File: src/rtl/systolic_tile_ctrl.sv
// Tiled matmul sequencer for the 2x2 systolic array.
// Walks output tiles row-major, runs every K pass, streams result tiles.
module systolic_tile_ctrl #(
  parameter int DATA_WIDTH  = 32,
  parameter int ACCUM_WIDTH = 64,
  parameter int DIM_W       = 4,
  parameter int TIMEOUT     = 64
) (
  input  logic                   clk_i,
  input  logic                   rst_ni,
  input  logic                   cmd_valid_i,
  output logic                   cmd_ready_o,
  input  logic [DIM_W-1:0]       m_tiles_i,
  input  logic [DIM_W-1:0]       n_tiles_i,
  input  logic [DIM_W-1:0]       k_tiles_i,
  input  logic                   abort_i,
  output logic                   fetch_req_o,
  output logic [DIM_W-1:0]       fetch_ti_o,
  output logic [DIM_W-1:0]       fetch_tj_o,
  output logic [DIM_W-1:0]       fetch_kt_o,
  output logic                   fetch_sub_o,
  input  logic                   fetch_valid_i,
  input  logic [DATA_WIDTH-1:0]  fetch_a0_i,
  input  logic [DATA_WIDTH-1:0]  fetch_a1_i,
  input  logic [DATA_WIDTH-1:0]  fetch_b0_i,
  input  logic [DATA_WIDTH-1:0]  fetch_b1_i,
  output logic                   arr_start_o,
  output logic                   arr_clear_o,
  output logic                   arr_accumulate_o,
  output logic                   arr_a_valid_o,
  output logic                   arr_b_valid_o,
  output logic [DATA_WIDTH-1:0]  arr_a_row0_o,
  output logic [DATA_WIDTH-1:0]  arr_a_row1_o,
  output logic [DATA_WIDTH-1:0]  arr_b_col0_o,
  output logic [DATA_WIDTH-1:0]  arr_b_col1_o,
  input  logic                   arr_done_i,
  input  logic [ACCUM_WIDTH-1:0] arr_c00_i,
  input  logic [ACCUM_WIDTH-1:0] arr_c01_i,
  input  logic [ACCUM_WIDTH-1:0] arr_c10_i,
  input  logic [ACCUM_WIDTH-1:0] arr_c11_i,
  output logic                   res_valid_o,
  input  logic                   res_ready_i,
  output logic [DIM_W-1:0]       res_ti_o,
  output logic [DIM_W-1:0]       res_tj_o,
  output logic [ACCUM_WIDTH-1:0] res_c00_o,
  output logic [ACCUM_WIDTH-1:0] res_c01_o,
  output logic [ACCUM_WIDTH-1:0] res_c10_o,
  output logic [ACCUM_WIDTH-1:0] res_c11_o,
  output logic                   busy_o,
  output logic                   done_o,
  output logic                   err_o
);

  localparam int TW = $clog2(TIMEOUT + 1);

  typedef enum logic [2:0] {
    S_IDLE,
    S_CLEAR,
    S_START,
    S_FEED,
    S_WAIT,
    S_WRITE,
    S_FINISH
  } state_e;

  state_e           state_q;
  logic [DIM_W-1:0] m_q, n_q, k_q;
  logic [DIM_W-1:0] ti_q, tj_q, kt_q;
  logic             sub_q;
  logic             acc_q;
  logic             err_q;
  logic [TW-1:0]    tmo_q;

  logic cmd_zero;
  logic last_k, last_i, last_j;
  logic in_feed, in_write, feed_ok;

  assign cmd_zero = (m_tiles_i == '0) ||
                    (n_tiles_i == '0) ||
                    (k_tiles_i == '0);
  assign last_k = kt_q == k_q - DIM_W'(1);
  assign last_i = ti_q == m_q - DIM_W'(1);
  assign last_j = tj_q == n_q - DIM_W'(1);

  assign in_feed  = state_q == S_FEED;
  assign in_write = state_q == S_WRITE;
  assign feed_ok  = in_feed && fetch_valid_i;

  always_ff @(posedge clk_i or negedge rst_ni) begin
    if (!rst_ni) begin
      state_q <= S_IDLE;
      m_q     <= '0;
      n_q     <= '0;
      k_q     <= '0;
      ti_q    <= '0;
      tj_q    <= '0;
      kt_q    <= '0;
      sub_q   <= 1'b0;
      acc_q   <= 1'b0;
      err_q   <= 1'b0;
      tmo_q   <= '0;
    end else begin
      err_q <= 1'b0;
      if (abort_i) begin
        state_q <= S_IDLE;
        acc_q   <= 1'b0;
        sub_q   <= 1'b0;
      end else begin
        unique case (state_q)
          S_IDLE: begin
            if (cmd_valid_i) begin
              m_q  <= m_tiles_i;
              n_q  <= n_tiles_i;
              k_q  <= k_tiles_i;
              ti_q <= '0;
              tj_q <= '0;
              kt_q <= '0;
              if (cmd_zero) err_q   <= 1'b1;
              else          state_q <= S_CLEAR;
            end
          end
          S_CLEAR: begin
            acc_q   <= 1'b0;
            state_q <= S_START;
          end
          S_START: begin
            sub_q   <= 1'b0;
            state_q <= S_FEED;
          end
          S_FEED: begin
            if (fetch_valid_i) begin
              if (sub_q) begin
                sub_q   <= 1'b0;
                tmo_q   <= '0;
                state_q <= S_WAIT;
              end else begin
                sub_q <= 1'b1;
              end
            end
          end
          S_WAIT: begin
            if (arr_done_i) begin
              acc_q <= 1'b1;
              if (last_k) begin
                state_q <= S_WRITE;
              end else begin
                kt_q    <= kt_q + DIM_W'(1);
                state_q <= S_START;
              end
            end else if (tmo_q == TW'(TIMEOUT - 1)) begin
              err_q   <= 1'b1;
              state_q <= S_IDLE;
            end else begin
              tmo_q <= tmo_q + TW'(1);
            end
          end
          S_WRITE: begin
            if (res_ready_i) begin
              kt_q  <= '0;
              acc_q <= 1'b0;
              if (last_j) begin
                tj_q <= '0;
                ti_q <= last_i ? '0 : ti_q + DIM_W'(1);
              end else begin
                tj_q <= tj_q + DIM_W'(1);
              end
              state_q <= (last_i && last_j) ? S_FINISH : S_CLEAR;
            end
          end
          S_FINISH: state_q <= S_IDLE;
          default:  state_q <= S_IDLE;
        endcase
      end
    end
  end

  assign cmd_ready_o = state_q == S_IDLE;
  assign busy_o      = state_q != S_IDLE;
  assign done_o      = state_q == S_FINISH;
  assign err_o       = err_q;

  assign fetch_req_o = in_feed;
  assign fetch_ti_o  = ti_q;
  assign fetch_tj_o  = tj_q;
  assign fetch_kt_o  = kt_q;
  assign fetch_sub_o = sub_q;

  assign arr_clear_o      = state_q == S_CLEAR;
  assign arr_start_o      = state_q == S_START;
  assign arr_accumulate_o = acc_q;
  assign arr_a_valid_o    = feed_ok;
  assign arr_b_valid_o    = feed_ok;
  assign arr_a_row0_o     = feed_ok ? fetch_a0_i : '0;
  assign arr_a_row1_o     = feed_ok ? fetch_a1_i : '0;
  assign arr_b_col0_o     = feed_ok ? fetch_b0_i : '0;
  assign arr_b_col1_o     = feed_ok ? fetch_b1_i : '0;

  assign res_valid_o = in_write;
  assign res_ti_o    = in_write ? ti_q : '0;
  assign res_tj_o    = in_write ? tj_q : '0;
  assign res_c00_o   = in_write ? arr_c00_i : '0;
  assign res_c01_o   = in_write ? arr_c01_i : '0;
  assign res_c10_o   = in_write ? arr_c10_i : '0;
  assign res_c11_o   = in_write ? arr_c11_i : '0;

endmodule

File: config.mk
export PLATFORM = sky130hd
export DESIGN_NAME = systolic_tile_ctrl
export DESIGN_NICKNAME = d
export VERILOG_FILES = /design/src/rtl/systolic_tile_ctrl.sv
export SDC_FILE = /design/constraint.sdc
export NUM_CORES = 1
export LEC_CHECK = 0
export ABC_AREA = 1
export BUFFER_PORTS_ARGS = -buffer_cell sky130_fd_sc_hd__buf_2
export CORE_AREA = 2 2 320 322
export DETAILED_ROUTE_END_ITERATION = 16
export DIE_AREA = 0 0 322 324
export GPL_TIMING_DRIVEN = 0
export SKIP_LAST_GASP = 1
export SLEW_MARGIN = 20
export SYNTH_ARGS = -nofsm -noshare
export SYNTH_HDL_FRONTEND = slang
export SYNTH_SLANG_ARGS = --single-unit
File: constraint.sdc
create_clock -name clk_i -period 4.02 [get_ports clk_i]
set_clock_uncertainty 0.1 [all_clocks]
set_input_delay 0.603 -clock clk_i [delete_from_list [all_inputs] [get_ports clk_i]]
set_output_delay 0.603 -clock clk_i [all_outputs]
set_load 0.01 [all_outputs]
==> results.py, run 1 <==
metrics = {
    "outcome": {
        "outcome": "complete, no violations",
    },
    "worst_setup_path": {
        "crit_chain": "buf_6 > inv_2 > nand3_2 > nor2_2 > inv_1 > buf_2 > buf_2 > nor2_1 > buf_2",
        "worst_path_largest_cell_delay_ps": 640,
        "crit_arrival_ps": 2790,
        "critPathMaxFanout": 11,
        "cpMaxStageDelayCell": "nor2_2",
        "worstSetupEndpointType": "output pin",
        "worst_path_most_repeated_cell": "buf_2",
        "setup.worst_path.class": "flip-flop to output pin",
        "cp.required_ps": 3320,
        "crit_family": "buffers and inverters",
        "crit_buf_inv": 6,
        "worstSetupStartpointType": "flip-flop",
    },
    "sta": {
        "tns_ps": 0,
        "fmax_ghz": 0.2864,
        "setup_viol": 0,
        "fin_crit_sh_pct": 86.85,
        "maxSlewHeadroom_pct": 38.21,
        "rsz0062_at_grt": "false",
        "whs_ps": 349.4,
        "slew_viol_final": 0,
        "hold_viol_final": 0,
        "worst_pin_slew_ps": 926.8,
        "final.min_clock_period_ps": 3491,
    },
    "yosys": {
        "synthDistinctLibCells": 32,
        "synth_area_um2": 5599,
        "yosysWarnings": 0,
        "ys_seq_area_share_pct": 16.54,
        "ys_ff_latch": 37,
        "syn_inst": 1167,
        "syn_area_per_cell_um2": 4.798,
        "synthesis.nets": 1577,
    },
    "final_layout": {
        "fin_area_um2": 11560,
        "syn_to_final_growth_pct": 106.5,
        "fillerInstances": 12000,
        "drive_gt1_share_pct": 44.66,
        "layout.nets": 2402,
        "multiInputGateArea_um2": 2741,
        "register_area_um2": 925.9,
    },
    "floorplanning": {
        "ios": 819,
        "die_x_um": 322,
        "coreArea_um2": 101000,
        "initial_core_util_pct": 5.543,
        "rows": 117,
        "fp.dieH_um": 324,
        "die-area_um2": 104300,
    },
    "global_routing": {
        "antenna_found_initial": 144,
        "grt_pass1_vias": 8920,
        "grt_pass1_wl_mm": 96.81,
        "grt_use_total_pct": 14.67,
        "overflow": 0,
        "grt_max_degree": 38,
    },
    "power": {
        "p_leak_nw": 8.405,
        "power.density_nw_per_um2": 221.5,
        "ir_drop_v": 0.0002213,
    },
    "clock_network": {
        "ctsHtreeMaxLevel": 2,
        "hold_buffers": 0,
        "cts_buffers": 5,
        "cts.repair.resized": 0,
        "cts_max_path_buffers": 2,
        "clock_latency_ps": 280,
        "cts_sinks": 37,
        "cts_root_buf": "clkbuf_16",
        "cts_tree": "built",
        "post-cts-setup-buffers": 0,
        "clk_pin_slew_ps": 60,
    },
    "placement": {
        "dpl_cell_area_um2": 11330,
        "dp_hpwl_mm": 78.39,
        "portBuffers": 818,
        "place_congestion": 0.9566,
    },
    "drt": {
        "ant_nets": 0,
        "drt_iter0_drc": 697,
        "wl_mm": 82.67,
        "remaining_drc_errors": 0,
        "via_count": 10670,
        "vias_per_cell": 3.205,
        "first_pass_iters": 5,
        "wl_per_cell_um": 24.83,
    },
    "min_path": {
        "hold_path.class": "input port to asynchronous set/reset pin",
    },
    "job": {
        "maxCapViolations": 0,
    },
}
## layout make-up
| class | count | share of cell area (%) |
|---|---|---|
| timing repair buffer | 818 | 35.42 |
| multi-input combinational | 632 | 23.71 |
| inverter | 449 | 14.60 |
| tap | 1309 | 14.17 |
| sequential | 37 | 8.010 |
| buffer | 49 | 2.143 |
| clock buffer | 7 | 1.320 |
| antenna | 27 | 0.5845 |
| clock inverter | 1 | 0.04329 |
## Yosys cell counts
| cell type | n | area share, % |
|---|---|---|
| inv_1 | 443 | 30 |
| nor2_1 | 420 | 28 |
| nand2_1 | 102 | 6.8 |
| dfrtp_1 | 37 | 17 |
| buf_2 | 32 | 2.9 |
| nand3_1 | 22 | 2.0 |
| o21ai_0 | 16 | 1.4 |
| xor2_1 | 10 | 1.6 |
| a21oi_1 | 9 | 0.80 |
| clkbuf_1 | 7 | 0.47 |
| ha_1 | 7 | 1.6 |
| buf_1 | 6 | 0.40 |
| o21ai_1 | 6 | 0.54 |
| inv_2 | 5 | 0.34 |
| nand4_1 | 5 | 0.56 |
| nand2_2 | 4 | 0.45 |
| o31ai_1 | 4 | 0.54 |
| xnor2_1 | 4 | 0.63 |
| nand2_4 | 3 | 0.60 |
| nand3_2 | 3 | 0.54 |
| nor2_2 | 3 | 0.34 |
| nor2_8 | 3 | 1.1 |
| nor3_1 | 3 | 0.27 |
| or2_2 | 3 | 0.34 |
| buf_4 | 2 | 0.27 |
| buf_6 | 2 | 0.40 |
| a32oi_1 | 1 | 0.16 |
| and3_1 | 1 | 0.11 |
| inv_4 | 1 | 0.11 |
| nor2_4 | 1 | 0.20 |
| o22a_1 | 1 | 0.16 |
| or2_1 | 1 | 0.11 |
## metal layers
metal / share of wire [%] / routed length, um / global-route usage, % / vias up
li1: - / - / - / 4804
met1: 35 / 29240 / 15.89 / 4665
met2: 41 / 34050 / 21.72 / 772
met3: 20 / 16690 / 13.27 / 285
met4: 2.1 / 1761 / 1.641 / 144
met5: 1.1 / 925 / 0 / -
## cells by family after synthesis
kind of cell	Yosys count	synth area share (%)
buffers and inverters	498	34.55
xor gates and xnor gates	14	2.190
adders and majority gates	7	1.564
AOI/OAI and AO/OA	37	3.620
and+or+nand+nor	574	41.54
DFF	37	16.54
## state kept, by name, summed over array words and instances, names as in the netlist, 3 cells and up
name,cells
tmo_q,7
m_q,4
fetch_kt_o,4
state_q,3
fetch_tj_o,4
n_q,4
k_q,4
fetch_ti_o,4
## report_power, final
group | total [W] | internal (W) | switching, W
registers | 0.000527 | 0.000460 | 0.0000669
clock network | 0.000420 | 0.000263 | 0.000157
logic | 0.00161 | 0.000576 | 0.00104
total | 0.00256 | 0.00130 | 0.00126
## worst paths after layout
| path | start | to | slack (ps) | cells after the start |
|---|---|---|---|---|
| hold reg to reg | n_q[1] | n_q[1] | 410 | 2 |
| setup / recovery | state_q[2] | arr_a_row0_o[9] | 530 | 9 |
| max in group asynchronous | rst_ni | fetch_ti_o[0] | 2880 | 1 |
| hold / removal | rst_ni | tmo_q[2] | 350 | 1 |
| setup reg to reg | n_q[0] | fetch_ti_o[2] | 2220 | 10 |
| min in group clk_i | n_q[1] | n_q[1] | 410 | 2 |
## layout by cell type (no fill, tap or decap), types with 5 or more instances in the layout
master	n
inv_2	5
o21ai_0	16
dfrtp_1	37
diode_2	27
a21oi_1	9
clkbuf_1	6
nand4_1	5
ha_1	7
nand2_1	102
o21ai_1	6
buf_2	850
nand3_1	22
nor2_1	419
xor2_1	10
buf_1	6
clkbuf_16	5
inv_1	443
## per-stage QoR
step | util [%] | cells | setup slack, ps | total power, W
after floorplan | - | 1167 | 1858 | 0.001398
after global placement | 11.22 | 3294 | 399.4 | 0.002126
after detailed placement | 11.22 | 3294 | 781.0 | 0.002145
after CTS | 11.38 | 3302 | 543.0 | 0.002580
after global routing | 11.40 | 3312 | 417.0 | 0.002780
final | 11.44 | 3329 | 528.8 | 0.002560
(Power assumes the default switching activity.)
==> run 2: changes to the inputs <==
CORE_AREA = 2 2 315 317   (was 2 2 320 322)
CTS_BUF_LIST = sky130_fd_sc_hd__clkbuf_8   (was default)
DIE_AREA = 0 0 317 319   (was 0 0 322 324)
==> run 2 against run 1 <==
Compared with the run above:
- clock-buffer cell count did not move
- wire length fell by 14%
- cell count fell by 0.72%
- total power shrank 6.4%
- largest cell class unchanged
- largest power group unchanged
==> results.py, run 2 (synthesized netlist as in run 1, its figures left out) <==
metrics = {
    "outcome": {
        "outcome": "complete, no violations",
    },
    "sta": {
        "fin_crit_sh_pct": 88.23,
        "hold_viol_final": 0,
        "setup_slack_ps": 473.2,
        "final.min_clock_period_ps": 3547,
        "worst_pin_slew_ps": 978.8,
        "slew_viol_final": 0,
        "setup_viol": 0,
        "rsz0062_at_grt": "false",
        "maxSlewHeadroom_pct": 34.50,
        "tns_ps": 0,
        "fmax_ghz": 0.2819,
    },
    "power": {
        "p_comb_share_pct": 65.9,
        "p_clk_share_pct": 12.3,
        "seqPwrFrac_pct": 21.8,
        "p_leak_nw": 8.380,
        "ir_drop_v": 0.0001335,
        "p_switching_w": 0.001205,
        "power.density_nw_per_um2": 208.9,
        "p_int_w": 0.001191,
        "swShare_pct": 50.31,
    },
    "worst_setup_path": {
        "rrSetupSlack_ps": 2190,
        "crit_arrival_ps": 2840,
        "cp.required_ps": 3320,
        "worstSetupStartpointType": "flip-flop",
        "setup.worst_path.class": "flip-flop to output pin",
        "critPathMaxFanout": 10,
        "worstSetupEndpointType": "output pin",
    },
    "global_routing": {
        "grt_pass1_wl_mm": 86.14,
        "grt_use_total_pct": 13.02,
        "antenna_found_initial": 105,
        "overflow": 0,
        "grt_max_degree": 38,
        "grt_pass1_vias": 9016,
    },
    "clock_network": {
        "post-cts-setup-buffers": 0,
        "cts_buffers": 5,
        "ctsHtreeMaxLevel": 2,
        "clock_latency_ps": 280,
        "cts_tree": "built",
        "cts_max_path_buffers": 2,
        "hold_buffers": 0,
        "cts_sinks": 37,
        "cts.repair.resized": 0,
        "cts_root_buf": "clkbuf_8",
        "clk_pin_slew_ps": 80,
    },
    "final_layout": {
        "fillerInstances": 11657,
        "fin_util_pct": 11.74,
        "drive_gt1_share_pct": 44.61,
        "layout_commonest_cell": "buf_2",
        "syn_to_final_growth_pct": 104.8,
        "largest-register": "tmo_q",
        "final_cell_mix": "buf_2 (850), inv_1 (443), nor2_1 (420)",
        "layout.nets": 2402,
        "largest_reg_flops": 7,
    },
    "floorplanning": {
        "die-area_um2": 101100,
        "initial_core_util_pct": 5.731,
        "fp.dieH_um": 319,
        "coreArea_um2": 97700,
        "rows": 115,
        "die_x_um": 317,
        "ios": 819,
    },
    "min_path": {
        "hold_path.class": "input port to asynchronous set/reset pin",
    },
    "drt": {
        "via_count": 10083,
        "ant_nets": 0,
        "wl_per_cell_um": 21.40,
        "drt_iter0_drc": 564,
        "wl_mm": 70.74,
        "remaining_drc_errors": 0,
        "vias_per_cell": 3.051,
        "first_pass_iters": 4,
    },
    "placement": {
        "place_congestion": 0.9479,
        "dp_hpwl_mm": 66.60,
        "portBuffers": 818,
        "pre_cts_ws_ps": 600.4,
    },
    "job": {
        "maxCapViolations": 0,
    },
}
run 2: cell count changes in the layout (fill, tap and decap cells not counted):
cell       change
clkbuf_16      -5
clkbuf_8       +5
diode_2        -2
nor2_1         +1
nor2_2         -1
run 2: per-stage QoR:
| step | instances | hold slack (ps) | power [W] | cell area [um^2] |
|---|---|---|---|---|
| after floorplan | 1167 | 207.4 | 0.001398 | 5599 |
| after global placement | 3272 | 376.0 | 0.002119 | 11300 |
| after detailed placement | 3272 | 377.4 | 0.002136 | 11300 |
| after CTS | 3280 | 360.2 | 0.002440 | 11410 |
| after global routing | 3291 | 397.2 | 0.002644 | 11430 |
| final | 3305 | 318.3 | 0.002396 | 11470 |
run 2: layer usage:
layer | track usage, % | wire length, um | up-vias
li1 | - | - | 4797
met1 | 14.50 | 26070 | 4398
met2 | 20.49 | 30600 | 618
met3 | 9.266 | 11880 | 178
met4 | 1.813 | 1560 | 92
met5 | 0 | 621 | -
run 2: layout make-up:
cell class                 instances  area, um^2  share of cell area (%)
antenna                           25       62.56                  0.5455
buffer                            49       247.7                   2.160
clock buffer                       7       96.34                  0.8401
clock inverter                     1       5.005                 0.04364
inverter                         449        1688                   14.72
multi-input combinational        632        2739                   23.88
sequential                        37       925.9                   8.073
tap                             1287        1610                   14.04
timing repair buffer             818        4094                   35.70
run 2: power groups by stage:
stage / combinational (W) / clock (W) / sequential (W)
finish: 0.00158 / 0.000294 / 0.000523
floorplan: 0.000879 / 0 / 0.000519
global placement: 0.00159 / 0 / 0.000529
global route: 0.00178 / 0.000326 / 0.000537
detailed placement: 0.00160 / 0 / 0.000532
CTS: 0.00161 / 0.000304 / 0.000525
run 2: final timing paths:
kind | cells after the start | from | endpoint
hold reg to reg | 2 | n_q[1] | n_q[1]
setup reg to reg | 9 | tmo_q[0] | state_q[0]
min in group clk_i | 2 | n_q[1] | n_q[1]
max in group asynchronous | 1 | rst_ni | fetch_ti_o[1]
hold / removal | 1 | rst_ni | arr_accumulate_o
setup / recovery | 9 | state_q[2] | arr_b_col1_o[1]
run 2: worst max-delay path: stages (launching register included):
cell     delay, ps
dfrtp_1        380
buf_6          150
inv_2           60
nand3_2        100
nor2_1         760
inv_1          120
buf_2          230
buf_2          220
nor2_1         310
buf_2          210
==> run 3: changes to the inputs <==
RECOVER_POWER = 25   (was default)
REMOVE_ABC_BUFFERS = 1   (was default)
==> run 3 against run 2 <==
Compared with the run above:
- global-route usage is 0.68 points lower
- cell area is 2.1% lower
- die area stayed put
- critical path type unchanged
- critical path depth is 3 lower
- combinational power is 13% lower
- first-iteration DRC count is 23% lower
- hold slack better by 75 ps
- largest power group unchanged
- clock power is 16% higher
- core utilization is 0.25 points lower
- fmax is 5.4% higher
- highest routed layer unchanged
- the run now ends with max-capacitance violations, max-slew violations left
- wire length is 6.7% lower
==> results.py, run 3 (synthesized netlist as in run 1, its figures left out) <==
metrics = {
    "drt": {
        "wl_mm": 66.03,
        "first_pass_iters": 4,
        "wl_per_cell_um": 20.25,
        "remaining_drc_errors": 0,
        "drt_iter0_drc": 436,
        "met3WireLength_mm": 9.196,
        "routed.top_layer": "met5",
        "ant_nets": 0,
        "wl_met1_mm": 24.35,
        "wl_met2_mm": 31.07,
        "vias_per_cell": 2.967,
        "via_count": 9674,
    },
    "power": {
        "p_leak_nw": 8.107,
        "power.density_nw_per_um2": 201.2,
        "p_comb_share_pct": 60.8,
        "p_switching_w": 0.001105,
        "seqPwrFrac_pct": 24.1,
        "p_total_w": 0.002258,
        "swShare_pct": 48.92,
        "p_clk_share_pct": 15.1,
        "p_int_w": 0.001154,
        "ir_drop_v": 0.0001184,
    },
    "clock_network": {
        "cts_sinks": 37,
        "clk_pin_slew_ps": 90,
        "post-cts-setup-buffers": 0,
        "ctsHtreeMaxLevel": 2,
        "cts.repair.resized": 0,
        "cts_tree": "built",
        "hold_buffers": 0,
        "cts_max_path_buffers": 2,
        "cts_root_buf": "clkbuf_8",
        "cts_buffers": 5,
        "clock_latency_ps": 310,
    },
    "global_routing": {
        "overflow": 0,
        "grt_max_degree": 78,
        "antenna_found_initial": 95,
        "grt_pass1_vias": 8810,
        "grt_use_total_pct": 12.34,
        "grt_pass1_wl_mm": 81.84,
    },
    "floorplanning": {
        "fp.dieH_um": 319,
        "rows": 115,
        "die_x_um": 317,
        "die-area_um2": 101100,
        "initial_core_util_pct": 5.731,
        "coreArea_um2": 97700,
        "ios": 819,
    },
    "final_layout": {
        "fillerInstances": 11700,
        "multiInputGateArea_um2": 2653,
        "layout.nets": 2359,
        "syn_to_final_growth_pct": 100.5,
        "fin_util_pct": 11.49,
        "layout_commonest_cell": "buf_2",
        "largest_reg_flops": 7,
        "largest-register": "tmo_q",
        "register_area_um2": 925.9,
        "drive_gt1_share_pct": 40.82,
        "final_cell_mix": "buf_2 (769), inv_1 (444), nor2_1 (424)",
    },
    "sta": {
        "whs_ps": 393.4,
        "setup_viol": 0,
        "slew_viol_final": 38,
        "final.min_clock_period_ps": 3364,
        "maxSlewHeadroom_pct": -51.11,
        "hold_viol_final": 0,
        "fin_crit_sh_pct": 83.68,
        "worst_pin_slew_ps": 2267,
        "fmax_ghz": 0.2973,
        "rsz0062_at_grt": "false",
    },
    "worst_setup_path": {
        "worst_path_largest_cell_delay_ps": 510,
        "critPathMaxFanout": 77,
        "worst_path_most_repeated_cell": "nor2_1",
        "crit_chain": "nand3_1 > nor2_1 > inv_4 > buf_16 > nor2_1 > buf_2",
        "worstSetupEndpointType": "output pin",
        "crit_family": "simple AND/OR/NAND/NOR gates",
        "cpMaxStageDelayCell": "dfrtp_1",
        "setup.worst_path.class": "flip-flop to output pin",
        "crit_buf_inv": 3,
        "cp.required_ps": 3320,
        "crit_arrival_ps": 2660,
        "worstSetupStartpointType": "flip-flop",
    },
    "placement": {
        "dp_hpwl_mm": 61.75,
        "place_congestion": 0.9329,
        "portBuffers": 818,
    },
    "job": {
        "maxCapViolations": 1,
    },
    "min_path": {
        "hold_path.class": "flip-flop to flip-flop",
    },
    "outcome": {
        "violations": "max-capacitance violations, max-slew violations",
        "outcome": "complete, but fails checks",
    },
}
[run 3: changes by cell type in the layout (fill, tap and decap cells not counted), moves of 3 or more]
cell,before,now
buf_1,6,0
buf_12,0,3
buf_16,0,3
buf_2,850,769
clkbuf_1,6,49
nand2_1,102,106
nand3_1,22,25
nand3_2,3,0
nor2_1,420,424
nor2_8,3,0
o21ai_0,16,21
o21ai_1,6,1
[run 3: worst paths after layout]
path / startpoint / depth (start not counted) / slack (ps) / endpoint
setup / recovery: state_q[1] / 6 / 660 / arr_a_row0_o[1]
hold / removal: n_q[1] / 2 / 390 / n_q[1]
setup reg to reg: state_q[2] / 8 / 1090 / fetch_ti_o[0]
hold reg to reg: n_q[1] / 2 / 390 / n_q[1]
max in group asynchronous: rst_ni / 1 / 1660 / fetch_ti_o[1]
min in group asynchronous: rst_ni / 1 / 850 / k_q[2]
[run 3: metal layers]
layer  vias to the layer above  track usage (%)
met2                       566            21.21
met3                       101            6.652
met1                      4232            13.65
met5                         -                0
li1                       4707                -
met4                        68            1.530
[run 3: cell type report]
cell class              count  share of cell area [%]
repair buffers            824                   37.19
multi-input cells         632                   23.63
inverters                 449                   15.06
well taps                1287                   14.34
flip-flops and latches     37                   8.248
clock buffers               5                  0.6130
diodes                     24                  0.5350
clock inverters             3                  0.3790
[run 3: power by group through the flow]
stage	Clock, W	Combinational [W]	Sequential (W)
final	0.000341	0.00137	0.000545
after global routing	0.000373	0.00159	0.000562
after CTS	0.000362	0.00149	0.000563
after detailed placement	0	0.00149	0.000570
after global placement	0	0.00149	0.000567
after floorplan	0	0.000824	0.000548
[run 3: stage by stage]
stage | instance area, um^2 | std cells | setup slack, ps | setup TNS (ps)
3_3_place_gp | 11060 | 3223 | -3785 | -888050
6_report | 11230 | 3261 | 656.1 | 0
5_1_grt | 11190 | 3247 | 406.1 | 0
3_5_place_dp | 11210 | 3229 | 881.1 | 0
2_1_floorplan | 5353 | 1118 | -902.4 | -218260
4_1_cts | 11320 | 3237 | 499.4 | 0
[run 3: tightest hold or removal path, delay by kind of cell (launching register included)]
kind	cells	cell delay, ps
DFF	1	350
AOI/OAI and AO/OA	1	60
and+or+nand+nor	1	50
